<file path="src/rtl/cu_seq_pkg.sv">
// Shared constants, class codes and state encoding for the CU instruction sequencer.
package cu_seq_pkg;

   localparam int DEF_INSTR_WIDTH = 20;
   localparam int DEF_PC_BITS     = 5;
   localparam int DEF_STALL_CNT_W = 8;

   localparam logic [1:0] CLS_HALT  = 2'b00;
   localparam logic [1:0] CLS_STD   = 2'b01;
   localparam logic [1:0] CLS_LOAD  = 2'b10;
   localparam logic [1:0] CLS_STORE = 2'b11;

   localparam int HOLD_STD   = 3;
   localparam int HOLD_LOAD  = 4;
   localparam int HOLD_STORE = 3;
   localparam int BUBBLE_LEN = 4;

   typedef enum logic [2:0] {
      S_IDLE,
      S_FETCH0,
      S_PRIME,
      S_ISSUE,
      S_BUBBLE,
      S_HALTED
   } seq_state_e;

   // Cycles the CU FSM needs for one instruction of the given class.
   function automatic logic [2:0] hold_of(input logic [1:0] cls);
      case (cls)
         CLS_LOAD:  return 3'(HOLD_LOAD);
         CLS_STORE: return 3'(HOLD_STORE);
         default:   return 3'(HOLD_STD);
      endcase
   endfunction

endpackage

</file>
<file path="src/rtl/cu_seq_prefetch_buf.sv">
// One-entry prefetch buffer owning the imem req/valid handshake.
module cu_seq_prefetch_buf #(
   parameter int DW = 20,
   parameter int AW = 5
) (
   input  logic          clk,
   input  logic          rst,
   input  logic          launch,
   input  logic [AW-1:0] launch_addr,
   input  logic          clear,
   input  logic          pop,
   input  logic          bypass,
   output logic          imem_req,
   output logic [AW-1:0] imem_addr,
   input  logic          imem_valid,
   input  logic [DW-1:0] imem_rdata,
   output logic          accept,
   output logic          full,
   output logic [DW-1:0] data
);

   logic          pend_q, pend_d;
   logic          full_q, full_d;
   logic [AW-1:0] addr_q, addr_d;
   logic [DW-1:0] data_q, data_d;

   always_comb begin
      pend_d = pend_q;
      full_d = full_q;
      addr_d = addr_q;
      data_d = data_q;
      accept = pend_q & imem_valid;
      if (accept) begin
         pend_d = 1'b0;
         // A bypassed word goes straight to the consumer and never fills the entry.
         if (!bypass) begin
            full_d = 1'b1;
            data_d = imem_rdata;
         end
      end
      if (pop) full_d = 1'b0;
      if (clear) begin
         pend_d = 1'b0;
         full_d = 1'b0;
      end
      if (launch) begin
         pend_d = 1'b1;
         addr_d = launch_addr;
      end
   end

   always_ff @(posedge clk) begin
      if (!rst) begin
         pend_q <= 1'b0;
         full_q <= 1'b0;
         addr_q <= '0;
         data_q <= '0;
      end else begin
         pend_q <= pend_d;
         full_q <= full_d;
         addr_q <= addr_d;
         data_q <= data_d;
      end
   end

   assign imem_req  = pend_q;
   assign imem_addr = addr_q;
   assign full      = full_q;
   assign data      = data_q;

endmodule

</file>
<file path="src/rtl/cu_instr_sequencer.sv">
// Program sequencer feeding the multi-cycle CU; holds each word for its class time.
// Optional single-step mode (extra `step` input) is enabled by CU_SEQ_SINGLE_STEP_EN.
module cu_instr_sequencer
   import cu_seq_pkg::*;
#(
   parameter int INSTR_WIDTH = DEF_INSTR_WIDTH,
   parameter int PC_BITS     = DEF_PC_BITS,
   parameter int STALL_CNT_W = DEF_STALL_CNT_W
) (
   input  logic                   clk,
   input  logic                   rst,
   input  logic                   start,
   input  logic                   halt_req,
`ifdef CU_SEQ_SINGLE_STEP_EN
   input  logic                   step,
`endif
   output logic                   imem_req,
   output logic [PC_BITS-1:0]     imem_addr,
   input  logic [INSTR_WIDTH-1:0] imem_rdata,
   input  logic                   imem_valid,
   output logic [INSTR_WIDTH-1:0] instr,
   output logic [PC_BITS-1:0]     pc,
   output logic                   busy,
   output logic                   done,
   output logic [STALL_CNT_W-1:0] stall_cnt
);

   seq_state_e             state_q, state_d;
   logic [INSTR_WIDTH-1:0] cur_q, cur_d;
   logic [PC_BITS-1:0]     pc_q, pc_d;
   logic [2:0]             cnt_q, cnt_d;
   logic [STALL_CNT_W-1:0] stall_q, stall_d;

   logic                   launch, clear, pop, bypass, accept, buf_full;
   logic [PC_BITS-1:0]     launch_addr;
   logic [INSTR_WIDTH-1:0] buf_data;
   logic [1:0]             buf_cls, rd_cls;
   logic                   boundary, step_go, from_cur;

`ifdef CU_SEQ_SINGLE_STEP_EN
   logic step_pend_q, step_pend_d, primed_q, primed_d;
`endif

   assign buf_cls = buf_data[INSTR_WIDTH-1 -: 2];
   assign rd_cls  = imem_rdata[INSTR_WIDTH-1 -: 2];

   cu_seq_prefetch_buf #(.DW(INSTR_WIDTH), .AW(PC_BITS)) u_pbuf (
      .clk         (clk),
      .rst         (rst),
      .launch      (launch),
      .launch_addr (launch_addr),
      .clear       (clear),
      .pop         (pop),
      .bypass      (bypass),
      .imem_req    (imem_req),
      .imem_addr   (imem_addr),
      .imem_valid  (imem_valid),
      .imem_rdata  (imem_rdata),
      .accept      (accept),
      .full        (buf_full),
      .data        (buf_data)
   );

   always_comb begin
      state_d     = state_q;
      cur_d       = cur_q;
      pc_d        = pc_q;
      cnt_d       = cnt_q;
      stall_d     = stall_q;
      launch      = 1'b0;
      launch_addr = '0;
      clear       = 1'b0;
      pop         = 1'b0;
      bypass      = 1'b0;
      boundary    = 1'b0;
`ifdef CU_SEQ_SINGLE_STEP_EN
      step_pend_d = step_pend_q | step;
      primed_d    = primed_q;
      step_go     = step_pend_q;
      from_cur    = primed_q;
`else
      step_go     = 1'b1;
      from_cur    = (state_q == S_PRIME);
`endif

      case (state_q)
         S_IDLE, S_HALTED: begin
            if (start) begin
               state_d     = S_FETCH0;
               pc_d        = '0;
               stall_d     = '0;
               clear       = 1'b1;
               launch      = 1'b1;
               launch_addr = '0;
`ifdef CU_SEQ_SINGLE_STEP_EN
               step_pend_d = 1'b0;
               primed_d    = 1'b0;
`endif
            end
         end
         S_FETCH0: begin
            bypass = 1'b1;
            if (accept) begin
               if (rd_cls == CLS_HALT) begin
                  state_d = S_HALTED;
               end else begin
                  cur_d   = imem_rdata;
                  state_d = S_PRIME;
`ifdef CU_SEQ_SINGLE_STEP_EN
                  primed_d = 1'b1;
`endif
               end
            end
         end
         S_PRIME: boundary = 1'b1;
         S_ISSUE, S_BUBBLE: begin
            if (cnt_q == 3'd1) boundary = 1'b1;
            else               cnt_d = cnt_q - 3'd1;
         end
         default: state_d = S_IDLE;
      endcase

      // Instruction boundary: the PRIME word moves into its hold without a halt check.
      if (boundary) begin
         if (state_q != S_PRIME && halt_req) begin
            state_d = S_HALTED;
            clear   = 1'b1;
         end else if (!from_cur && buf_full && buf_cls == CLS_HALT) begin
            state_d = S_HALTED;
            clear   = 1'b1;
         end else if (!step_go) begin
            state_d = S_BUBBLE;
            cnt_d   = 3'(BUBBLE_LEN);
         end else if (from_cur) begin
            state_d     = S_ISSUE;
            cnt_d       = hold_of(cur_q[INSTR_WIDTH-1 -: 2]);
            launch      = 1'b1;
            launch_addr = pc_q + 1'b1;
`ifdef CU_SEQ_SINGLE_STEP_EN
            primed_d    = 1'b0;
            step_pend_d = step;
`endif
         end else if (buf_full) begin
            state_d     = S_ISSUE;
            cur_d       = buf_data;
            pc_d        = pc_q + 1'b1;
            cnt_d       = hold_of(buf_cls);
            pop         = 1'b1;
            launch      = 1'b1;
            launch_addr = pc_q + 2'd2;
`ifdef CU_SEQ_SINGLE_STEP_EN
            step_pend_d = step;
`endif
         end else begin
            state_d = S_BUBBLE;
            cnt_d   = 3'(BUBBLE_LEN);
            if (stall_q != '1) stall_d = stall_q + 1'b1;
         end
      end
   end

   always_ff @(posedge clk) begin
      if (!rst) begin
         state_q <= S_IDLE;
         cur_q   <= '0;
         pc_q    <= '0;
         cnt_q   <= '0;
         stall_q <= '0;
      end else begin
         state_q <= state_d;
         cur_q   <= cur_d;
         pc_q    <= pc_d;
         cnt_q   <= cnt_d;
         stall_q <= stall_d;
      end
   end

`ifdef CU_SEQ_SINGLE_STEP_EN
   always_ff @(posedge clk) begin
      if (!rst) begin
         step_pend_q <= 1'b0;
         primed_q    <= 1'b0;
      end else begin
         step_pend_q <= step_pend_d;
         primed_q    <= primed_d;
      end
   end
`endif

   assign instr     = (state_q == S_PRIME || state_q == S_ISSUE) ? cur_q : '0;
   assign pc        = pc_q;
   assign busy      = (state_q != S_IDLE) && (state_q != S_HALTED);
   assign done      = (state_q == S_HALTED);
   assign stall_cnt = stall_q;

endmodule

</file>
<file path="config.mk">
export PLATFORM = sky130hd
export DESIGN_NAME = cu_instr_sequencer
export DESIGN_NICKNAME = d
export VERILOG_FILES = /design/src/rtl/cu_seq_pkg.sv /design/src/rtl/cu_seq_prefetch_buf.sv /design/src/rtl/cu_instr_sequencer.sv
export SDC_FILE = /design/constraint.sdc
export NUM_CORES = 1
export LEC_CHECK = 0
export BUFFER_PORTS_ARGS = -buffer_cell sky130_fd_sc_hd__buf_2
export CORE_MARGIN = 4
export CORE_UTILIZATION = 55
export CTS_CLUSTER_DIAMETER = 40
export DETAILED_ROUTE_END_ITERATION = 12
export GPL_ROUTABILITY_DRIVEN = 0
export PLACE_DENSITY = 0.9
export SLEW_MARGIN = 10
export SYNTH_ARGS = -nofsm -noshare
export SYNTH_HDL_FRONTEND = slang
export SYNTH_SLANG_ARGS = --single-unit
</file>
<file path="constraint.sdc">
create_clock -name clk -period 2.5 [get_ports clk]
set_input_delay 0.125 -clock clk [delete_from_list [all_inputs] [get_ports clk]]
set_output_delay 0.125 -clock clk [all_outputs]
set_load 0.005 [all_outputs]
</file>
# After elaboration in Yosys (flattened, before gate mapping)
# Index checks and enable logic that the tools add are counted.
[op_classes] add_sub_neg=4 n_eq_ne=14 n_mux=68 n_bitwise=3 reduce_logical=17
[ops] op="20-bit 2-to-1 mux" n=9
[ops] op="8-bit 2-to-1 mux" n=8
[ops] op="5-bit 2-to-1 mux" n=12
[ops] op="3-bit 2-to-1 mux" n=17
[ops] op="1-bit 2-to-1 mux" n=20
[ops] op="3-bit != test, second input constant" n=3
[ops] op="3-bit one-hot mux with 3 select lines" n=1
[ops] op="8-bit by 1-bit adder with 8-bit output, second input constant" n=1
[ops] op="8-bit != test, second input constant" n=1
[ops] op="3-bit by 1-bit equality test with 1-bit output, second input constant" n=2
[ops] op="3-bit by 2-bit equality test with 1-bit output, second input constant" n=2
[ops] op="3-bit equality test, second input constant" n=2
[ops] op="3-bit nonzero test" n=2
[ops] op="3-bit OR reduction" n=2
[ops] op="5-bit by 1-bit adder with 5-bit output, second input constant" n=1
[ops] op="5-bit by 2-bit adder with 5-bit output, second input constant" n=1
[ops] op="2-bit equality test, second input constant" n=2
[ops] op="1-bit logical AND" n=4
[ops] op="2-bit logical NOT" n=2
[ops] op="2-bit OR reduction" n=2
[ops] op="3-bit logical NOT" n=1
[ops] op="3-bit by 2-bit != test with 1-bit output, second input constant" n=1
[ops] op="3-bit AND reduction" n=1
[ops] op="3-bit by 1-bit subtractor with 3-bit output, second input constant" n=1
[ops] op="7 further kinds" n=8
[word_totals] register_bits=66 input_bits=25 out_inout_bits=41 elab_cells=115

# Logic depth before layout (Yosys ltp)
[logic_depth] word_depth=9 ltp_mapped=8 ltp_nobuf=7

# By module
# From an unflattened synthesis, not the netlist that was laid out.
[hier_totals] hier_cells=417 hier_area_um2=3579.7
[by_module_without_submodules] mod="cu_instr_sequencer" n_inst=1 cells_each=305 area_each_um2=2482.4 seq_area_each_um2=780.7
[by_module_without_submodules] mod="cu_seq_prefetch_buf" n_inst=1 cells_each=112 area_each_um2=1097.3 seq_area_each_um2=540.5

# Worst setup path before layout
# OpenSTA, ideal clock, no wires.
[synth_path] path_kind="reg2reg" from="register state_q[2]" to="register cur_q[10]" setup_ps=146 arrival_ps=1662 required_ps=2354 setup_slack_ps=692 stages_incl_launch_ff=9 path_buffers=3 synth_period_minus_slack_ps=1808 path_cell_list="dfxtp_1 > buf_2 > or3b_4 > nor2_4 > and2_4 > buf_8 > buf_12 > mux2i_1 > a211oi_2"
[synth_via] elab_chain_cells=7 word_cells_on_any_way=17 classes_between="5 x eq/ne; 7 x mux; 5 x reduce/logical"
[synth_lines] item="start, declared" line_no="cu_instr_sequencer.sv:28" rtl="seq_state_e state_q, state_d;"
[synth_lines] item="start signal, assigned" line_no="cu_instr_sequencer.sv:170" rtl="state_q <= state_d;"
[synth_lines] item="3-bit by 1-bit equality test with 1-bit output or 3-bit by 2-bit equality test with 1-bit output (tied branches)" line_no="cu_instr_sequencer.sv:86, cu_instr_sequencer.sv:83"
[synth_lines] item="20-bit 2-to-1 mux or 1-bit logical NOT (tied branches)" line_no="cu_instr_sequencer.sv:86, cu_instr_sequencer.sv:128"
[synth_lines] item="20-bit 2-to-1 mux or 1-bit logical AND (tied branches)" line_no="cu_instr_sequencer.sv:143, cu_instr_sequencer.sv:128"
[synth_lines] item="20-bit 2-to-1 mux or 1-bit logical AND (tied branches)" line_no="cu_instr_sequencer.sv:134, cu_instr_sequencer.sv:128"
[synth_lines] item="20-bit 2-to-1 mux" line_no="cu_instr_sequencer.sv:128" rtl="end else if (!from_cur && buf_full && buf_cls == CLS_HALT) begin"
[synth_lines] item="20-bit 2-to-1 mux" line_no="cu_instr_sequencer.sv:125" rtl="if (state_q != S_PRIME && halt_req) begin"
[synth_lines] item="20-bit 2-to-1 mux *" line_no="cu_instr_sequencer.sv:124" rtl="if (boundary) begin"
[synth_lines] item="end signal, assigned" line_no="cu_instr_sequencer.sv:171" rtl="cur_q <= cur_d;"
[synth_lines] item="end, declared" line_no="cu_instr_sequencer.sv:29" rtl="logic [INSTR_WIDTH-1:0] cur_q, cur_d;"
# Mark *: on every way between the ends. The rest lies on a longest branch, timed or not.
# A chain may end at the register's enable or synchronous reset.

# Worst setup path in the final report
[layout_path] from="register state_q[0]" to="register cur_q[7]"
# Same word-level chain as after synthesis.

==> run_results.csv <==
group,metric,value,unit
routing,num_vias,3162,
synth,synth-edff-count,0,
floorplan,boundaryPins,66,
setup_path,timing.critical_path.max_delay_family,"simple AND/OR/NAND/NOR gates",
power,power_report.internal_total,1.94,mW
power,power_frac_clock,0.361,
setup_path,capturing_element_type_of_the_critical_path,"flop",
min_path,holdCritPathClass,"input pin to flop",
grt,met3_usage,0.0494,
setup_path,timing.critical_path.slowest_stage_cell,"dfxtp_1",
layout,final_nets,498,
status,run_status,"finished clean",
sta,hold_viol,0,
setup_path,worstPathBufferInverterCount,0,
sta,setup_viol_count_final,0,
clocking,clock_tree_from_tritoncts,"done",
power,power.share.sequential,0.436,
routing,drcViolationCount,0,
setup_path,worstSetupPathType,"flop to flop",
layout,area_growth_syn_to_fin,17.2,%
place,placement.io_buffers,65,
sta,rsz0062_at_grt,"false",
setup_path,timing.critical_path.slowest_cell_delay,610,ps
grt,grt_busiest_layer,"met2",
setup_path,cp_max_fo,18,
routing,route.antenna.remaining_nets,0,
setup_path,critical_path_depth,5,
grt,grt_pass1_vias,2990,
synth,syn-mean-instance-area,8.27,µm²
clocking,post_cts.repair.setup_buffers,0,
synth,synth_nets,440,
synth,post_synth_inst_count,410,
setup_path,cp.arrival,2440,ps
grt,grt_first_pass_wirelength,13500,µm
floorplan,rows,28,
setup_path,setup.worst_path.start_class,"flop",
layout,mostFrequentLayoutCells,"dfxtp_1, buf_2, nand2_1",
routing,dr.pass1.iters,5,
synth,ys.warnings.count,0,
grt,groute.layer.met1.usage,0.277,
routing,drt_iter0_drc,268,
sta,worst_slew_pin_slew,592,ps
setup_path,reg2regPathDepth,5,
sta,skew,7.71,ps
synth,yosys.cell_types.count,60,
place,dp_hpwl,5620,µm
power,p_leak,1.61,nW
flow_run,maxCapViolCount,0,
clocking,clock_transition_at_the_registers_of_the_reported_paths,70,ps
clocking,cts.sinks,66,
synth,synth.cell_area,3390,µm²
power,power.density_cell_area,694,nW/µm²
clocking,cts_buffer_depth,2,
layout,fillers,495,
sta,max_freq,0.453,GHz
sta,period_needed,2210,ps
grt,globalRouteOverflowTotal,0,
synth,postSynthRegisterBits,66,
clocking,ctsHtreeMaxLevel,3,
sta,max-slew-margin-rel,0.599,
grt,grt_max_degree,48,
sta,timing.final.crit_share,0.884,
clocking,post_cts_resized,0,
grt,global_routing_met2_resource_utilization,0.373,
grt,grt_util_all_layers,0.226,
power,peakVddDrop,515,µV
min_path,whs_path_depth,3,
place,placedInstanceArea,3750,µm²
floorplan,die_ht,86.5,µm
sta,summed_negative_setup_slack_over_all_endpoints,0,ps
synth,ys_seq_area_frac,0.390,
routing,drt-wirelength-per-cell,14.9,µm
sta,slew_viol_final,0,
layout,mostFrequentLayoutCell,"dfxtp_1",
power,pwr-share-comb,0.204,
setup_path,critical_path.cell_chain,"or3b_4 -> nor2_4 -> and2_4 -> mux2i_1 -> a211oi_1",
power,switchingPower,0.819,mW
synth,synth_ff_type,"dfxtp_1",
setup_path,critPathRequiredTime,2730,ps
layout,diodes_inserted,0,
routing,vias_per_cell,5.77,
floorplan,die_width,86.5,µm
clocking,number_of_buffers_created_by_cts,9,
clocking,clkLatencyLatePin,350,ps
layout,final_area,3970,µm²
routing,postRouteWirelength,8150,µm
layout,final_layout_size_suffix_gt1_frac,0.226,
clocking,cts.root.buffer_cell,"clkbuf_8",
floorplan,design.die.area,7480,µm²
clocking,cts_hold_buf,0,
power,sw_frac_of_total,0.297,
floorplan,placeableCoreArea,5960,µm²
synth,synth_async_sr_flop_share,0,
floorplan,start_util,0.569,
grt,antenna_found_initial,0,
## worst paths after layout
| kind | from | endpoint | slack (ps) |
|---|---|---|---|
| setup / recovery | state_q[0]$_SDFFE_PN0P_ | cur_q[7]$_SDFF_PN0_ | 290 |
| hold / removal | imem_rdata[0] | u_pbuf.data[0]$_SDFFE_PN0P_ | 30 |
| setup reg to reg | state_q[0]$_SDFFE_PN0P_ | cur_q[7]$_SDFF_PN0_ | 290 |
| hold reg to reg | u_pbuf.data[0]$_SDFFE_PN0P_ | u_pbuf.data[0]$_SDFFE_PN0P_ | 460 |
## metrics by stage
step | power [mW] | setup slack (ps) | util | hold slack (ps) | instances
6_report | 2.76 | 291 | 0.667 | 26.7 | 548
5_1_grt | 2.89 | 82.0 | 0.667 | 24.0 | 548
4_1_cts | 2.76 | 323 | 0.667 | 16.0 | 548
3_5_place_dp | 1.77 | 370 | 0.630 | 388 | 532
3_3_place_gp | 1.75 | 412 | 0.630 | 376 | 532
2_1_floorplan | 1.62 | 692 | - | 261 | 410
## cell usage after synthesis (all sizes together), types with 3 or more instances
master / number / area share
dfxtp: 66 / 0.39
nand2: 61 / 0.068
nor2: 43 / 0.050
a21oi: 31 / 0.046
and2: 23 / 0.043
mux2i: 20 / 0.059
a211oi: 19 / 0.057
clkbuf: 18 / 0.020
o21ai: 16 / 0.024
nand3: 11 / 0.016
buf: 8 / 0.019
inv: 8 / 0.0089
nor2b: 6 / 0.011
nor3: 6 / 0.0089
ha: 5 / 0.018
nor3b: 5 / 0.013
or2: 5 / 0.0092
and3: 4 / 0.0074
nand2b: 4 / 0.0074
xnor2: 4 / 0.010
a21boi: 3 / 0.0066
or3b: 3 / 0.0085
## worst min-delay path, delay by kind of cell
| family | cells | cell delay, ps |
|---|---|---|
| compound gates | 1 | 50 |
| buf+inv | 1 | 110 |
| simple gates | 1 | 50 |
## layout make-up
cell class	instances	area, µm²	share of cell area
multi-input cells	310	1920	0.484
flip-flops and latches	66	1320	0.333
repair buffers	73	385	0.0970
clock buffers	11	141	0.0356
well taps	75	93.8	0.0236
clock inverters	5	77.6	0.0195
inverters	8	30.0	0.00756
## power groups by stage
| stage | clock network (mW) | registers, mW | logic, mW |
|---|---|---|---|
| detailed placement | 0 | 1.22 | 0.549 |
| global placement | 0 | 1.22 | 0.533 |
| global route | 1.06 | 1.21 | 0.623 |
| finish | 0.994 | 1.20 | 0.561 |
| CTS | 1.01 | 1.20 | 0.556 |
| floorplan | 0 | 1.18 | 0.441 |
## registers in the layout, indices dropped and copies added, names as in the netlist
| register | count |
|---|---|
| cnt_q | 3 |
| cur_q | 20 |
| pc | 5 |
| stall_cnt | 8 |
| state_q | 3 |
| u_pbuf.data | 20 |
| u_pbuf.full | 1 |
| u_pbuf.imem_addr | 5 |
| u_pbuf.imem_req | 1 |
## kinds of logic (layout without fill, tap and decap cells)
group / Yosys count / in the layout / synth area share
flip-flops: 66 / 66 / 0.390
adder cells (fa/ha/maj): 5 / 5 / 0.0185
multiplexers: 20 / 20 / 0.0591
buffers and inverters: 34 / 97 / 0.0480
AND/OR/NAND/NOR: 180 / 180 / 0.261
AO/OA/AOI/OAI: 99 / 99 / 0.208
XOR/XNOR: 6 / 6 / 0.0155
## per-layer routing
layer	up-vias	routed length (µm)
li1	1553	-
met2	116	3880
met3	22	564
met4	0	205
met5	-	0
met1	1471	3510
Power figures use the tool's default switching activity.
